**src/rtl/prio_enc_seg_if.sv**
```systemverilog
// prio_enc_seg_if
//   Bundles the request/control inputs and the committed-result / display
//   outputs of prio_enc_seg. clk and rst are kept as plain module ports.
//
//   Handshake: there is no valid/ready flow control on this block. Inputs are
//   sampled on every rising clock edge. Outputs change only on rising edges.
//   The changed output is a single-cycle strobe that marks an edge on which
//   {valid, y} took a new value.
//
//   Signals (master drives the first group, slave drives the second):
//     x[WIDTH-1:0]   request vector
//     en             encoder enable
//     hold           freeze committed outputs
//     clr_cnt        synchronous clear of evt_cnt
//     y[IDXW-1:0]    committed index
//     valid          committed vector had a bit set (and en was high)
//     changed        one-cycle pulse on each commit
//     evt_cnt[7:0]   commit counter
//     seg0..seg3     active-low seven-segment digits {a..g, dp}
interface prio_enc_seg_if #(
   parameter int WIDTH = 16
);
   localparam int IDXW = $clog2(WIDTH);

   logic [WIDTH-1:0] x;
   logic             en;
   logic             hold;
   logic             clr_cnt;
   logic [IDXW-1:0]  y;
   logic             valid;
   logic             changed;
   logic [7:0]       evt_cnt;
   logic [7:0]       seg0;
   logic [7:0]       seg1;
   logic [7:0]       seg2;
   logic [7:0]       seg3;

   modport master (
      output x, en, hold, clr_cnt,
      input  y, valid, changed, evt_cnt, seg0, seg1, seg2, seg3
   );

   modport slave (
      input  x, en, hold, clr_cnt,
      output y, valid, changed, evt_cnt, seg0, seg1, seg2, seg3
   );
endinterface

```
**src/rtl/prio_enc_seg.sv**
```systemverilog
// prio_enc_seg
//   Registered priority encoder with a stability filter, hold, a commit
//   counter and four hex seven-segment digits.
//
//   The input vector is registered, then encoded into a candidate
//   {any, idx}. A candidate is committed to {valid, y} only after it has been
//   seen unchanged for STABLE_CYC consecutive samples. Shorter glitches never
//   reach the outputs.
//
//   Optional build macro: PRIO_LSB_EN. When it is defined, idx is the lowest
//   set bit. When it is undefined (the default), idx is the highest set bit.
//
//   Ports:
//     clk   rising-edge clock
//     rst   asynchronous active-high reset
//     bus   prio_enc_seg_if.slave: x, en, hold, clr_cnt in;
//           y, valid, changed, evt_cnt, seg0..seg3 out
//
//   Parameters: WIDTH (a power of two, 2..256) and STABLE_CYC (>= 1).
module prio_enc_seg #(
   parameter int WIDTH      = 16,
   parameter int STABLE_CYC = 4
) (
   input  logic          clk,
   input  logic          rst,
   prio_enc_seg_if.slave bus
);
   localparam int IDXW = $clog2(WIDTH);
   localparam int SCW  = (STABLE_CYC > 1) ? $clog2(STABLE_CYC) : 1;
   localparam logic [SCW-1:0] STAB_MAX = SCW'(STABLE_CYC - 1);

   logic [WIDTH-1:0] x_q;
   logic [IDXW:0]    cand_prev_q;
   logic [SCW-1:0]   stab_cnt_q, stab_cnt_d;
   logic [IDXW-1:0]  y_q, y_d;
   logic             valid_q, valid_d;
   logic             changed_q, changed_d;
   logic [7:0]       evt_cnt_q, evt_cnt_d;

   logic [IDXW-1:0]  idx;
   logic [IDXW:0]    cand;
   logic             stable;
   logic             commit;
   logic [7:0]       y_ext;

   // Priority encode. The last matching iteration wins, so the scan
   // direction selects which end of the vector has priority.
   always_comb begin
      idx = '0;
`ifdef PRIO_LSB_EN
      for (int i = WIDTH - 1; i >= 0; i--) begin
         if (x_q[i]) idx = IDXW'(i);
      end
`else
      for (int i = 0; i < WIDTH; i++) begin
         if (x_q[i]) idx = IDXW'(i);
      end
`endif
   end

   assign cand = {|x_q, idx};

   // The counter saturates at STAB_MAX. Stability is judged on the
   // counter's next value, so the commit lands exactly STABLE_CYC edges
   // after x_q captures a new value.
   always_comb begin
      if (cand != cand_prev_q)       stab_cnt_d = '0;
      else if (stab_cnt_q == STAB_MAX) stab_cnt_d = stab_cnt_q;
      else                           stab_cnt_d = stab_cnt_q + 1'b1;
   end

   assign stable = (STABLE_CYC == 1) ? 1'b1
                 : ((cand == cand_prev_q) && (stab_cnt_d == STAB_MAX));

   assign commit = bus.en && !bus.hold && stable && (cand != {valid_q, y_q});

   always_comb begin
      y_d       = y_q;
      valid_d   = valid_q;
      changed_d = 1'b0;
      evt_cnt_d = evt_cnt_q;
      // Disable overrides hold. It clears the committed value silently.
      if (!bus.en) begin
         y_d     = '0;
         valid_d = 1'b0;
      end else if (commit) begin
         {valid_d, y_d} = cand;
         changed_d      = 1'b1;
         evt_cnt_d      = evt_cnt_q + 8'd1;
      end
      if (bus.clr_cnt) evt_cnt_d = 8'd0;
   end

   always_ff @(posedge clk or posedge rst) begin
      if (rst) begin
         x_q         <= '0;
         cand_prev_q <= '0;
         stab_cnt_q  <= '0;
         y_q         <= '0;
         valid_q     <= 1'b0;
         changed_q   <= 1'b0;
         evt_cnt_q   <= 8'd0;
      end else begin
         x_q         <= bus.x;
         cand_prev_q <= cand;
         stab_cnt_q  <= bus.en ? stab_cnt_d : '0;
         y_q         <= y_d;
         valid_q     <= valid_d;
         changed_q   <= changed_d;
         evt_cnt_q   <= evt_cnt_d;
      end
   end

   // Active-low a..g patterns for one hex digit.
   function automatic logic [6:0] hex7(input logic [3:0] d);
      case (d)
         4'h0: hex7 = 7'b0000001;
         4'h1: hex7 = 7'b1001111;
         4'h2: hex7 = 7'b0010010;
         4'h3: hex7 = 7'b0000110;
         4'h4: hex7 = 7'b1001100;
         4'h5: hex7 = 7'b0100100;
         4'h6: hex7 = 7'b0100000;
         4'h7: hex7 = 7'b0001111;
         4'h8: hex7 = 7'b0000000;
         4'h9: hex7 = 7'b0000100;
         4'hA: hex7 = 7'b0001000;
         4'hB: hex7 = 7'b1100000;
         4'hC: hex7 = 7'b0110001;
         4'hD: hex7 = 7'b1000010;
         4'hE: hex7 = 7'b0110000;
         default: hex7 = 7'b0111000;
      endcase
   endfunction

   assign y_ext = 8'(y_q);

   assign bus.y       = y_q;
   assign bus.valid   = valid_q;
   assign bus.changed = changed_q;
   assign bus.evt_cnt = evt_cnt_q;
   assign bus.seg0    = {hex7(y_ext[3:0]), ~valid_q};
   assign bus.seg1    = {hex7(y_ext[7:4]), 1'b1};
   assign bus.seg2    = {hex7(evt_cnt_q[3:0]), 1'b1};
   assign bus.seg3    = {hex7(evt_cnt_q[7:4]), 1'b1};
endmodule
```
**src/flat_wrapper.sv**
```systemverilog
// flat-port wrapper written by rule: the top's interface ports become plain ports
module prio_enc_seg_flat 
#(
   parameter int WIDTH      = 16,
   parameter int STABLE_CYC = 4
)
  (clk, rst, bus_x, bus_en, bus_hold, bus_clr_cnt, bus_y, bus_valid, bus_changed, bus_evt_cnt, bus_seg0, bus_seg1, bus_seg2, bus_seg3);
  prio_enc_seg_if #(.WIDTH(WIDTH)) bus_i ();
  input  logic clk;
  input  logic rst;
  input wire logic [$bits(bus_i.x)-1:0] bus_x;
  input wire logic [$bits(bus_i.en)-1:0] bus_en;
  input wire logic [$bits(bus_i.hold)-1:0] bus_hold;
  input wire logic [$bits(bus_i.clr_cnt)-1:0] bus_clr_cnt;
  output wire logic [$bits(bus_i.y)-1:0] bus_y;
  output wire logic [$bits(bus_i.valid)-1:0] bus_valid;
  output wire logic [$bits(bus_i.changed)-1:0] bus_changed;
  output wire logic [$bits(bus_i.evt_cnt)-1:0] bus_evt_cnt;
  output wire logic [$bits(bus_i.seg0)-1:0] bus_seg0;
  output wire logic [$bits(bus_i.seg1)-1:0] bus_seg1;
  output wire logic [$bits(bus_i.seg2)-1:0] bus_seg2;
  output wire logic [$bits(bus_i.seg3)-1:0] bus_seg3;
  assign bus_i.x = bus_x;
  assign bus_i.en = bus_en;
  assign bus_i.hold = bus_hold;
  assign bus_i.clr_cnt = bus_clr_cnt;
  assign bus_y = bus_i.y;
  assign bus_valid = bus_i.valid;
  assign bus_changed = bus_i.changed;
  assign bus_evt_cnt = bus_i.evt_cnt;
  assign bus_seg0 = bus_i.seg0;
  assign bus_seg1 = bus_i.seg1;
  assign bus_seg2 = bus_i.seg2;
  assign bus_seg3 = bus_i.seg3;
  prio_enc_seg #(.WIDTH(WIDTH), .STABLE_CYC(STABLE_CYC)) u_core (.clk(clk), .rst(rst), .bus(bus_i));
endmodule
```
**config.mk**
```make
export PLATFORM = sky130hd
export DESIGN_NAME = prio_enc_seg_flat
export DESIGN_NICKNAME = d
export VERILOG_FILES = /design/src/rtl/prio_enc_seg_if.sv /design/src/rtl/prio_enc_seg.sv /design/src/flat_wrapper.sv
export SDC_FILE = /design/constraint.sdc
export NUM_CORES = 1
export LEC_CHECK = 0
export ABC_AREA = 1
export CAP_MARGIN = 20
export CORE_MARGIN = 2
export CORE_UTILIZATION = 44
export DETAILED_ROUTE_END_ITERATION = 12
export HOLD_SLACK_MARGIN = 0.08
export PLACE_DENSITY_LB_ADDON = 0.2
export SKIP_CTS_REPAIR_TIMING = 1
export SLEW_MARGIN = 10
export SYNTH_ARGS = -nofsm -noshare
export SYNTH_HDL_FRONTEND = slang
export SYNTH_SLANG_ARGS = --single-unit
```
**constraint.sdc**
```tcl
create_clock -name clk -period 1.83 [get_ports clk]
set_input_delay 0.366 -clock clk [delete_from_list [all_inputs] [get_ports clk]]
set_output_delay 0.366 -clock clk [all_outputs]
set_load 0.01 [all_outputs]
```
== After elaboration in Yosys (flattened, before gate mapping) ==
Memory sizes are Yosys's and may differ from the RTL's.
Index checks and enable logic that the tools add are counted.

* Bitwise gates (word level): 1
* Multiplexer cells: 27
* Add/subtract/negate cells: 2
* Reductions and logical operators: 9
* Equality and inequality tests: 6

{| class="wikitable"
|+ Operator list
! cell !! number
|-
| $mux 4 || 10
|-
| $mux 8 || 3
|-
| $reduce_or 16->1 || 1
|-
| $mux 3 || 4
|-
| $mux 2 || 5
|-
| $ne 5x5->1 || 2
|-
| $add 8x1->8 const B || 1
|-
| $eq 5x5->1 || 1
|-
| $mux 1 || 5
|-
| $eq 2x2->1 const B || 2
|-
| $logic_and 1x1->1 || 4
|-
| $reduce_bool 2->1 || 2
|-
| $add 2x1->2 const B || 1
|-
| $ne 2x1->1 const B || 1
|-
| $reduce_and 2->1 || 1
|-
| $logic_not 1->1 || 1
|-
| $not 1->1 || 1
|}

* Register bits: 37
* ROM bits: 448
* Memories kept: 4

{| class="wikitable"
|+ Memories
! name !! depth !! bits a word !! read ports !! clocked after memory_dff !! write ports !! line !! text
|-
| (no name shown) || 16 || 7 || 1 || 0 || 0 || prio_enc_seg.sv:116 || <nowiki>case (d)</nowiki>
|-
| (no name shown) || 16 || 7 || 1 || 0 || 0 || prio_enc_seg.sv:116 ||
|-
| (no name shown) || 16 || 7 || 1 || 0 || 0 || prio_enc_seg.sv:116 ||
|-
| (no name shown) || 16 || 7 || 1 || 0 || 0 || prio_enc_seg.sv:116 ||
|}

== Longest topological paths before layout ==
Gate-level depths: netlist of run 1.

* Word-level depth: 24
* Mapped depth: 23
* Gate-level depth less buffers: 22

== Worst setup path before layout of run 1 ==
Ideal clock, no wire load.

* Path kind: register -> register
* Start point: reg u_core.x_q[11]
* End point: reg u_core.evt_cnt_q[0] (netlist: u_core.bus.evt_cnt[0])
* Required time: 1712 ps
* Setup slack: -161 ps
* Setup time: 118 ps
* Cell stages (with the launch flop): 14
* Period minus slack after synthesis: 1991 ps
* Buffers on the path: 1
* Arrival: 1872 ps
* Path through: dfrtp_1 > nor2_2 > nand3_2 > nor2_4 > nand3_4 > xnor2_1 > nand3_1 > nor2_2 > nand3_4 > nor2_4 > nand3_4 > buf_6 > nand3_1 > nand2_1

* Elaborated cells between the ends (all ways): 16
* Those cells by class: eq/ne (4); mux (6); reduce/logical (6)

{| class="wikitable"
|+ RTL lines
! element !! line !! text
|-
| from (decl) || prio_enc_seg.sv:32 || <nowiki>logic [WIDTH-1:0] x_q;</nowiki>
|-
| from (signal assigned) || prio_enc_seg.sv:104 || <nowiki>x_q <= bus.x;</nowiki>
|-
| $reduce_or 16->1 (*) || prio_enc_seg.sv:61 || <nowiki>assign cand = {|x_q, idx};</nowiki>
|-
| via u_core.cand[4] || prio_enc_seg.sv:41 || <nowiki>logic [IDXW:0] cand;</nowiki>
|-
| $ne 5x5->1 || prio_enc_seg.sv:67 || <nowiki>if (cand != cand_prev_q) stab_cnt_d = '0;</nowiki>
|-
| $mux 2 || prio_enc_seg.sv:67 ||
|-
| $eq 2x2->1 || prio_enc_seg.sv:73 || <nowiki>: ((cand == cand_prev_q) && (stab_cnt_d == STAB_MAX));</nowiki>
|-
| $logic_and 1x1->1 || prio_enc_seg.sv:73 ||
|-
| $logic_and 1x1->1 || prio_enc_seg.sv:75 || <nowiki>assign commit = bus.en && !bus.hold && stable && (cand != {valid_q, y_q});</nowiki>
|-
| $logic_and 1x1->1 (*) || prio_enc_seg.sv:75 ||
|-
| $reduce_bool 2->1 (no line) (*) || - ||
|-
| $reduce_and 2->1 (no line) (*) || - ||
|-
| to (signal assigned) || prio_enc_seg.sv:110 || <nowiki>evt_cnt_q <= evt_cnt_d;</nowiki>
|-
| to (decl) || prio_enc_seg.sv:38 || <nowiki>logic [7:0] evt_cnt_q, evt_cnt_d;</nowiki>
|}

The timed path passes the listed nets; every way through them passes the cells marked *.
A chain may end at the register's enable or synchronous reset.

== Worst setup path after layout of run 1 ==
* Start point: reg u_core.x_q[13]
* End point: reg u_core.evt_cnt_q[2] (netlist: u_core.bus.evt_cnt[2])

* Cells in the longest elaborated chain, start to end: 11
* Elaborated cells between the ends (all ways): 14
* Those cells by class: eq/ne (4); mux (4); reduce/logical (6)

{| class="wikitable"
|+ Ends and longest elaborated chain
! element !! line !! text
|-
| $mux 4 (3 in a row) || prio_enc_seg.sv:56 || <nowiki>if (x_q[i]) idx = IDXW'(i);</nowiki>
|-
| $ne 5x5->1 || prio_enc_seg.sv:67 ||
|-
| $mux 2 || prio_enc_seg.sv:67 ||
|-
| $eq 2x2->1 || prio_enc_seg.sv:73 ||
|-
| $logic_and 1x1->1 || prio_enc_seg.sv:73 ||
|-
| $logic_and 1x1->1 || prio_enc_seg.sv:75 ||
|-
| $logic_and 1x1->1 (*) || prio_enc_seg.sv:75 ||
|-
| $reduce_bool 2->1 (no line) (*) || - ||
|-
| $reduce_and 2->1 (no line) (*) || - ||
|}

Every way passes the cells marked *; elsewhere a longest branch is shown, timed or not.

==> results.sh, run 1 <==
export IMPL_post_drt_wl_per_cell_um=12.77
export IMPL_setup_worst_path_end="u_core.bus.evt_cnt[2]$_DFFE_PP0P_"
export IMPL_grt_setup_unrepaired="yes"
export IMPL_synthArstFlopShare_pct=100.0
export IMPL_numCtsBuffers=5
export IMPL_place_hpwl_um=4207
export IMPL_initial_core_util_pct=45.67
export IMPL_finalHoldViolCount=0
export IMPL_avgViaCountPerCell=4.833
export IMPL_avgSynthCellArea_um2=7.959
export IMPL_nNetsFinal=493
export IMPL_required_ns=2.01
export IMPL_grt_overflow_total=0
export IMPL_cts_root_buf="clkbuf_8"
export IMPL_p_leak_nw=2.166
export IMPL_cts_tree="done"
export IMPL_worst_slack_ns=-0.3209
export IMPL_r2r_end="u_core.bus.evt_cnt[2]$_DFFE_PP0P_"
export IMPL_grt_pass1_vias=2224
export IMPL_slowest_delay_ns=0.40
export IMPL_die_area_um2=6336
export IMPL_crit_path_start_kind="register"
export IMPL_die_x_um=79.60
export IMPL_drt_total_wl_um=6715
export IMPL_ys_flop_type="dfrtp_1"
export IMPL_drv_slew=0
export IMPL_power_density_nw_per_um2=399.2
export IMPL_row_count=27
export IMPL_drive_gt1_share_pct=49.34
export IMPL_clockBufferDepth=2
export IMPL_p_int_mw=1.269
export IMPL_first_pass_iters=4
export IMPL_num_vias=2542
export IMPL_fmax_mhz=464.9
export IMPL_synth_seq_area_share_pct=36.82
export IMPL_power_switching_mw=0.4253
export IMPL_combPwrFrac_pct=16.3
export IMPL_cap_viol_max_count=0
export IMPL_grt_pass1_wl_um=9397
export IMPL_grt_max_degree=38
export IMPL_placed_area_um2=3487
export IMPL_final_cell_mix="65 x buf_4, 45 x nand2_1, 30 x inv_1, 30 x dfrtp_1, 28 x clkdlybuf4s50_1"
export IMPL_p_seq_share_pct=50.9
export IMPL_antennaDiodeCount=0
export IMPL_drc_errors=0
export IMPL_antenna_found_initial=0
export IMPL_crit_type="register to register"
export IMPL_hold_class="input port to asynchronous set/reset pin"
export IMPL_cts_sinks=37
export IMPL_path_cells="nor2_2 > nand3_2 > nor2_4 > buf_6 > xnor2_2 > nor2_1 > nand3_1 > nor2_2 > nand3_4 > nor2_4 > nand3_4 > nand3_2 > nand2_1"
export IMPL_final_common_cell="buf_4"
export IMPL_synth_edf_count=0
export IMPL_synth_seq_cells=37
export IMPL_skew_ns=0.005885
export IMPL_peakVddDrop_mv=0.5634
export IMPL_drt_iter0_drc=87
export IMPL_syn_to_final_growth_pct=68.76
export IMPL_io_buffers=56
export IMPL_setup_viol=28
export IMPL_num_io_pins=67
export IMPL_core_area_um2=5507
export IMPL_failed_checks="negative setup slack"
export IMPL_end_kind="register"
export IMPL_die_h_um=79.60
export IMPL_yosysWarnings=0
export IMPL_routabilityCongestion=0.9019
export IMPL_clock_power_share_pct=32.9
export IMPL_period_minus_slack_ns=2.151
export IMPL_cp_arrival_ns=2.33
export IMPL_clk_insertion_delay_late_ns=0.29
export IMPL_path_clk_slew_ns=0.07
export IMPL_synth_cells=316
export IMPL_ant_nets=0
export IMPL_p_sw_share_pct=25.11
export IMPL_reg2reg_slack_ns=-0.32
export IMPL_ys_types=32
export IMPL_grtUsageTotal_pct=18.31
export IMPL_min_period_over_period_pct=117.5
export IMPL_fin_area_um2=4244
export IMPL_syn_cell_area_um2=2515
export IMPL_status="complete, but fails checks"
export IMPL_cp_slowest_cell="dfrtp_1"
export IMPL_crit_start="u_core.x_q[13]$_DFF_PP0_"
export IMPL_cp_max_fo=7
export IMPL_cts_htree_levels=2
export IMPL_rr_startpoint="u_core.x_q[13]$_DFF_PP0_"
export IMPL_nFillCells=388
export IMPL_reg2reg_depth=13
export IMPL_hold_slack_ns=0.4807
-- registers in the layout (all words and copies together) (netlist names) --
signal and cells:
u_core.bus.changed 1, u_core.bus.evt_cnt 8, u_core.bus.valid 1, u_core.bus.y 4
u_core.cand_prev_q 5, u_core.stab_cnt_q 2, u_core.x_q 16
-- worst min-delay path by stage --
stage | from | end | slack (ns) | depth (start not counted)
6_report | rst | u_core.x_q[13]$_DFF_PP0_ | 0.48 | 3
3_5_place_dp | u_core.bus.valid$_DFFE_PP0P_ | u_core.bus.valid$_DFFE_PP0P_ | 0.53 | 2
5_1_grt | bus_x[6] | u_core.x_q[6]$_DFF_PP0_ | 0.50 | 1
4_1_cts | rst | u_core.x_q[0]$_DFF_PP0_ | 0.50 | 3
2_1_floorplan | bus_x[0] | u_core.x_q[0]$_DFF_PP0_ | 0.40 | 0
3_3_place_gp | u_core.bus.valid$_DFFE_PP0P_ | u_core.bus.valid$_DFFE_PP0P_ | 0.52 | 2
-- through the flow --
step                power [mW]  setup slack, ns  util (%)  setup TNS [ns]  cells
floorplan                1.023          -0.1606         -          -1.590    324
CTS                      1.685          -0.5239     64.89          -13.92    495
global placement         1.118          -0.3197     63.33          -6.115    488
finish                   1.694          -0.3209     77.07          -5.341    526
global route             1.788          -0.5217     77.07          -9.736    526
detailed placement       1.123          -0.3430     63.33          -6.816    488
-- power groups by stage --
stage	clock network, mW	registers, mW	logic (mW)
after floorplan	0	0.874	0.149
after global placement	0	0.875	0.243
after detailed placement	0	0.875	0.248
after CTS	0.577	0.860	0.248
after global routing	0.620	0.865	0.304
final	0.557	0.862	0.276
-- cell families after synthesis --
| kind of cell | after synthesis | share of synthesized area, % |
|---|---|---|
| other | 2 | 0.2986 |
| AND/OR/NAND/NOR | 143 | 29.65 |
| XOR/XNOR | 10 | 3.483 |
| buffers and inverters | 71 | 12.74 |
| flip-flops | 37 | 36.82 |
| adder cells (fa/ha/maj) | 18 | 8.955 |
| AO/OA/AOI/OAI | 35 | 8.060 |
-- Yosys cell counts, types with 2 or more instances --
library cell	count	share of area (%)
conb_1	2	0.30
dfrtp_1	37	37
nor2_1	17	2.5
nor2_4	3	1.3
nand2_1	58	8.7
nor3_1	3	0.60
inv_2	7	1.0
o21ai_0	17	3.4
nand3_2	8	3.2
o221ai_1	2	0.70
o211ai_1	2	0.60
xor2_1	7	2.4
a31oi_1	2	0.50
ha_1	18	9.0
clkbuf_1	5	0.75
nand4_1	10	2.5
nor2_2	5	1.2
buf_4	12	3.6
xnor2_1	3	1.0
nand3_1	34	6.8
o22ai_1	2	0.50
nand3_4	3	2.1
inv_1	44	6.6
a21oi_1	7	1.4
-- metal layers --
| metal | vias up | track usage [%] | wire [um] |
|---|---|---|---|
| met4 | 0 | 4.655 | 88 |
| met5 | - | 0 | 0 |
| met3 | 9 | 4.412 | 295 |
| met1 | 1185 | 23.96 | 2838 |
| li1 | 1284 | - | - |
| met2 | 64 | 30.34 | 3493 |
-- final cells by class --
| class | count | area, um^2 | area share (%) |
|---|---|---|---|
| tap | 72 | 90.09 | 2.123 |
| timing repair buffer | 142 | 1207 | 28.45 |
| inverter | 51 | 196.4 | 4.629 |
| multi-input combinational | 217 | 1729 | 40.74 |
| clock buffer | 7 | 86.33 | 2.034 |
| sequential | 37 | 934.6 | 22.02 |
-- critical path: cells and delay by family (launching register included) --
family	cells	cell delay, ns
flip-flops	1	0.40
XOR/XNOR	1	0.05
buffers and inverters	1	0.12
AND/OR/NAND/NOR	11	1.49
(Power assumes the default switching activity.)
==> inputs of run 2 (changes only) <==
Settings changed: ABC_CLOCK_PERIOD_IN_PS from default to 1830.
==> results of run 2 <==
No change in the layout: final DEF, timing and power equal those of run 1.
==> inputs of run 3 (changes only) <==
Settings changed: CORE_ASPECT_RATIO from default to 1.25.
==> results.sh, run 3 (same netlist as run 1, synthesis figures left out) <==
export IMPL_status="complete, but fails checks"
export IMPL_failed_checks="negative setup slack"
export IMPL_drt_iter0_drc=68
export IMPL_path_clk_slew_ns=0.07
export IMPL_row_count=30
export IMPL_drc_errors=0
export IMPL_first_pass_iters=4
export IMPL_grt_max_degree=38
export IMPL_drt_total_wl_um=6664
export IMPL_routabilityCongestion=0.9045
export IMPL_place_hpwl_um=4346
export IMPL_cp_max_fo=8
export IMPL_ant_nets=0
export IMPL_grt_pass1_wl_um=9404
export IMPL_grt_pass1_vias=2245
export IMPL_cts_tree="done"
export IMPL_grt_setup_unrepaired="yes"
export IMPL_power_density_nw_per_um2=415.4
export IMPL_fmax_mhz=458.4
export IMPL_drv_slew=0
export IMPL_placed_area_um2=3482
export IMPL_nNetsFinal=485
export IMPL_nFillCells=409
export IMPL_num_vias=2518
export IMPL_crit_type="register to register"
export IMPL_largest_reg_flops=16
export IMPL_cap_viol_max_count=0
export IMPL_antenna_found_initial=0
export IMPL_antennaDiodeCount=0
export IMPL_io_buffers=56
export IMPL_numCtsBuffers=5
export IMPL_grtUsageTotal_pct=18.48
export IMPL_finalHoldViolCount=0
export IMPL_cts_sinks=37
export IMPL_hold_slack_ns=0.4735
export IMPL_p_total_mw=1.711
export IMPL_largest_register="u_core.x_q"
export IMPL_skew_ns=0.01303
export IMPL_end_kind="register"
export IMPL_core_area_um2=5480
export IMPL_fin_tns_setup_ns=-5.510
export IMPL_final_common_cell="buf_4"
export IMPL_fin_area_um2=4120
export IMPL_p_leak_nw=1.996
export IMPL_period_minus_slack_ns=2.182
export IMPL_syn_to_final_growth_pct=63.83
export IMPL_avgViaCountPerCell=4.937
export IMPL_crit_path_start_kind="register"
export IMPL_hold_class="input port to asynchronous set/reset pin"
export IMPL_min_period_over_period_pct=119.2
export IMPL_cp_arrival_ns=2.35
export IMPL_initial_core_util_pct=45.89
export IMPL_grt_overflow_total=0
export IMPL_die_x_um=71.62
export IMPL_clockBufferDepth=2
export IMPL_die_area_um2=6340
export IMPL_cts_htree_levels=2
export IMPL_required_ns=2.00
export IMPL_peakVddDrop_mv=0.5054
export IMPL_clk_insertion_delay_late_ns=0.29
export IMPL_final_cell_mix="60 x buf_4, 48 x nand2_1, 32 x clkdlybuf4s50_1, 32 x dfrtp_1, 31 x inv_1"
export IMPL_num_io_pins=67
export IMPL_setup_viol=25
export IMPL_die_h_um=88.53
export IMPL_post_drt_wl_per_cell_um=13.07
export IMPL_worst_slack_ns=-0.3515
export IMPL_drive_gt1_share_pct=47.09
export IMPL_cts_root_buf="clkbuf_8"
==> run 3: cell types whose count changed in the layout (fill, tap and decap cells not counted), sizes merged <==
cell	previous run	this run
buf	104	97
clkbuf	10	8
clkdlybuf4s50	28	32
dlymetal6s2s	7	4
==> run 3: final timing paths <==
path	startpoint	endpoint	slack (ns)	cells past startpoint
min in group clk	bus_x[12]	u_core.x_q[12]$_DFF_PP0_	0.51	1
hold reg to reg	u_core.bus.valid$_DFFE_PP0P_	u_core.bus.valid$_DFFE_PP0P_	0.58	2
setup reg to reg	u_core.x_q[3]$_DFF_PP0_	u_core.bus.evt_cnt[2]$_DFFE_PP0P_	-0.35	12
setup / recovery	u_core.x_q[3]$_DFF_PP0_	u_core.bus.evt_cnt[2]$_DFFE_PP0P_	-0.35	12
max in group asynchronous	rst	u_core.bus.evt_cnt[2]$_DFFE_PP0P_	1.00	3
hold / removal	rst	u_core.cand_prev_q[4]$_DFF_PP0_	0.47	3
==> run 3: critical path: stages (launching register included) <==
cell and delay (ns):
dfrtp_1 0.41, nor4_2 0.45, nand3_4 0.14, buf_6 0.15, xor2_2 0.12, nand4_1 0.12
a21oi_2 0.15, nand3_2 0.10, nand2_4 0.11, nor2_4 0.05, buf_12 0.13, nand4_1 0.07
nand2_1 0.07
==> run 3: cell type report <==
type | count | area, um^2 | share of cell area [%]
repair buffers | 134 | 1130 | 27.42
flip-flops and latches | 37 | 932.1 | 22.62
well taps | 64 | 80.08 | 1.944
inverters | 51 | 201.4 | 4.889
clock buffers | 7 | 86.33 | 2.095
multi-input cells | 217 | 1690 | 41.03
==> run 3: metal layers <==
metal	vias to the layer above	GRT usage [%]	routed length [um]
met5	-	0	0
met4	0	4.631	80
met3	8	3.303	254
met2	62	36.78	3825
met1	1188	19.91	2503
li1	1260	-	-
==> run 3: per-stage QoR <==
stage	std cells	setup WS, ns	util [%]
3_5_place_dp	479	-0.3086	63.54
3_3_place_gp	479	-0.2508	63.54
5_1_grt	510	-0.5151	75.18
2_1_floorplan	324	-0.1606	-
6_report	510	-0.3515	75.18
4_1_cts	486	-0.5642	65.11
==> run 3: power breakdown <==
part	internal (mW)	switching, mW	total, mW
combinational	0.133	0.152	0.286
sequential	0.844	0.0177	0.862
clock	0.298	0.265	0.564
total	1.28	0.435	1.71
==> RTL edit (config.mk and constraints of run 3) <==
Make the reset (`rst`) synchronous in one clocked block. Comments in the files are not updated.
--- a/src/rtl/prio_enc_seg.sv
+++ b/src/rtl/prio_enc_seg.sv
@@ -91,7 +91,7 @@
       if (bus.clr_cnt) evt_cnt_d = 8'd0;
    end
 
-   always_ff @(posedge clk or posedge rst) begin
+   always_ff @(posedge clk) begin
       if (rst) begin
          x_q         <= '0;
          cand_prev_q <= '0;
Formal check against the unedited RTL: differs if rst is asserted again (counterexample within 10 cycles, from zero or initial values and one cycle with rst high); with rst held inactive, the same outputs for 10 cycles.
==> RTL edit against run 3 <==
  * The run still ends with setup timing left
  * Worst setup slack worse by 0.49 ns
  * Design area up 22%
  * Area after synthesis up 28%
  * Sequential share of layout area up 0.57 points
  * First-iteration DRC count up 87%
  * Wire length up 22%
  * Sequential cell count up 21
  * Power up 64%
==> RTL edit: results (changes against run 3) <==
- Largest cells by area after synthesis: dfxtp_1 (36%), nand2_1 (16%), inv_1 (8.5%) (was dfrtp_1 (37%), ha_1 (9.0%), nand2_1 (8.7%))
- DRT met1 WL: 3280 microns (was 2500 microns)
- Vias/cell: 4.69 (was 4.94)
- Status: finished with violations (unchanged)
- Failing checks: setup timing (unchanged)
- Post-synthesis sequential area ratio: 0.360 (was 0.368)
- Post-Syn Instances: 461 (was 316)
- Dpl cells: 662 (was 479)
- Post-synth top cells: nand2_1 (139), inv_1 (73), dfxtp_1 (58), nand3_1 (40), nor2_1 (36) (was nand2_1 (58), inv_1 (44), dfrtp_1 (37), nand3_1 (34), ha_1 (18))
- WL met2: 4360 microns (was 3830 microns)
- First-pass GRT wire length: 12700 microns (was 9400 microns)
- Crit Path Max Fanout: 5 (was 8)
- Placed instance area: 4410 sq um (was 3480 sq um)
- Nets@finish: 637 (was 485)
- Number of global-route vias before repair: 3059 (was 2245)
- Signal buf overhead: 0.233 (was 0.274)
- Metal3 WL: 349 microns (was 254 microns)
- Number of fill cells in the layout: 559 (was 409)
- Final std cells w/o fill: 694 (was 510)
- Invs w/o clock: 82 (was 51)
- FFs w/ async S/R, synth: 0 (was 1.00)
- Seq/total area: 0.232 (was 0.226)
- Skew-Pair Late Insertion Delay: 0.35 ns (was 0.29 ns)
- Final setup vio count: 35 (was 25)
- CP arrival: 2.92 ns (was 2.35 ns)
- Main combinational cell family by area after synthesis: simple AND/OR/NAND/NOR gates (unchanged)
- Clk_skew: 0.0103 ns (was 0.0130 ns)
- Synth Area in XOR/XNOR: 0.0298 (was 0.0348)
- CP max stage delay: 0.34 ns (was 0.45 ns)
- Worst vdd ir: 0.375 mV (was 0.505 mV)
- Layout cells sized above 1: 0.348 (was 0.471)
- Initial DRC Count: 127 (was 68)
- HPWL after DPL: 5600 microns (was 4350 microns)
- Gpl congestion: 0.917 (was 0.905)
- Tap Count: 90 (was 64)
- Root Buffer: clkbuf_8 (unchanged)
- H-Tree Depth: 3 (was 2)
- Post-Synth Adder-Cell Area: 0.0659 (was 0.0896)
- Slowest cell on crit path: dfxtp_2 (was nor4_2)
- Post-synthesis mux area share: 0 (unchanged)
- Compound-gate portion of the synthesized area: 0.0240 (was 0.0806)
- Comb_multi_in: 314 (was 217)
- Setup ws final: -0.844 ns (was -0.352 ns)
- Pre-CTS WS: -0.865 ns (was -0.309 ns)
- Pin count of the biggest net entering global routing: 15 (was 38)
- GRT Overall Usage: 0.201 (was 0.185)
- Clock-cell share: 0.0402 (was 0.0210)
- Setup_tns: -22.00 ns (was -5.51 ns)
- Fraction of area in multi-input gates: 0.409 (was 0.410)
-- RTL edit: cell count changes in the layout (fill, tap and decap cells not counted), moves of 15 or more --
cell	before	now
inv_1	31	64
buf_2	20	0
nand3_2	22	5
nand2_2	10	27
nand3_1	20	37
dfrtp_1	32	0
nor2_1	9	30
nand2_4	1	16
dfxtp_1	0	51
clkdlybuf4s50_1	32	56
nand2_1	48	109
-- RTL edit: critical path, delay by kind of cell, from the launching register on --
family	cells	cell delay [ns]
AND/OR/NAND/NOR	17	1.81
flip-flops	1	0.34
adder cells (fa/ha/maj)	1	0.20
XOR/XNOR	1	0.14
buffers and inverters	1	0.06
-- RTL edit: logic make-up (layout without fill, tap and decap cells) --
group	count (synthesis)	after routing
adders and majority gates	17	17
buffers and inverters	99	232
and+or+nand+nor	262	264
DFF	58	58
other	2	10
AOI/OAI and AO/OA	12	12
xor gates and xnor gates	11	11
-- RTL edit: power by group --
group / internal (uW) / switching, uW / total [uW]
combinational: 133 / 156 / 289
sequential: 1290 / 17.5 / 1310
clock: 636 / 571 / 1210
-- RTL edit: worst paths after layout --
| check | from | end | slack [ns] | cells after the start |
|---|---|---|---|---|
| setup / recovery | u_core.x_q[15] | u_core.bus.seg0[1] | -0.84 | 20 |
| hold / removal | u_core.stab_cnt_q[0] | u_core.stab_cnt_q[0] | 0.44 | 1 |
| setup reg to reg | u_core.x_q[15] | u_core.bus.seg0[1] | -0.84 | 20 |
| hold reg to reg | u_core.stab_cnt_q[0] | u_core.stab_cnt_q[0] | 0.44 | 1 |
-- RTL edit: routing by layer --
layer | global-route usage | vias to the layer above
met2 | 0.356 | 73
met5 | 0 | -
met4 | 0.0847 | 0
li1 | - | 1666
met3 | 0.0585 | 15
met1 | 0.223 | 1498
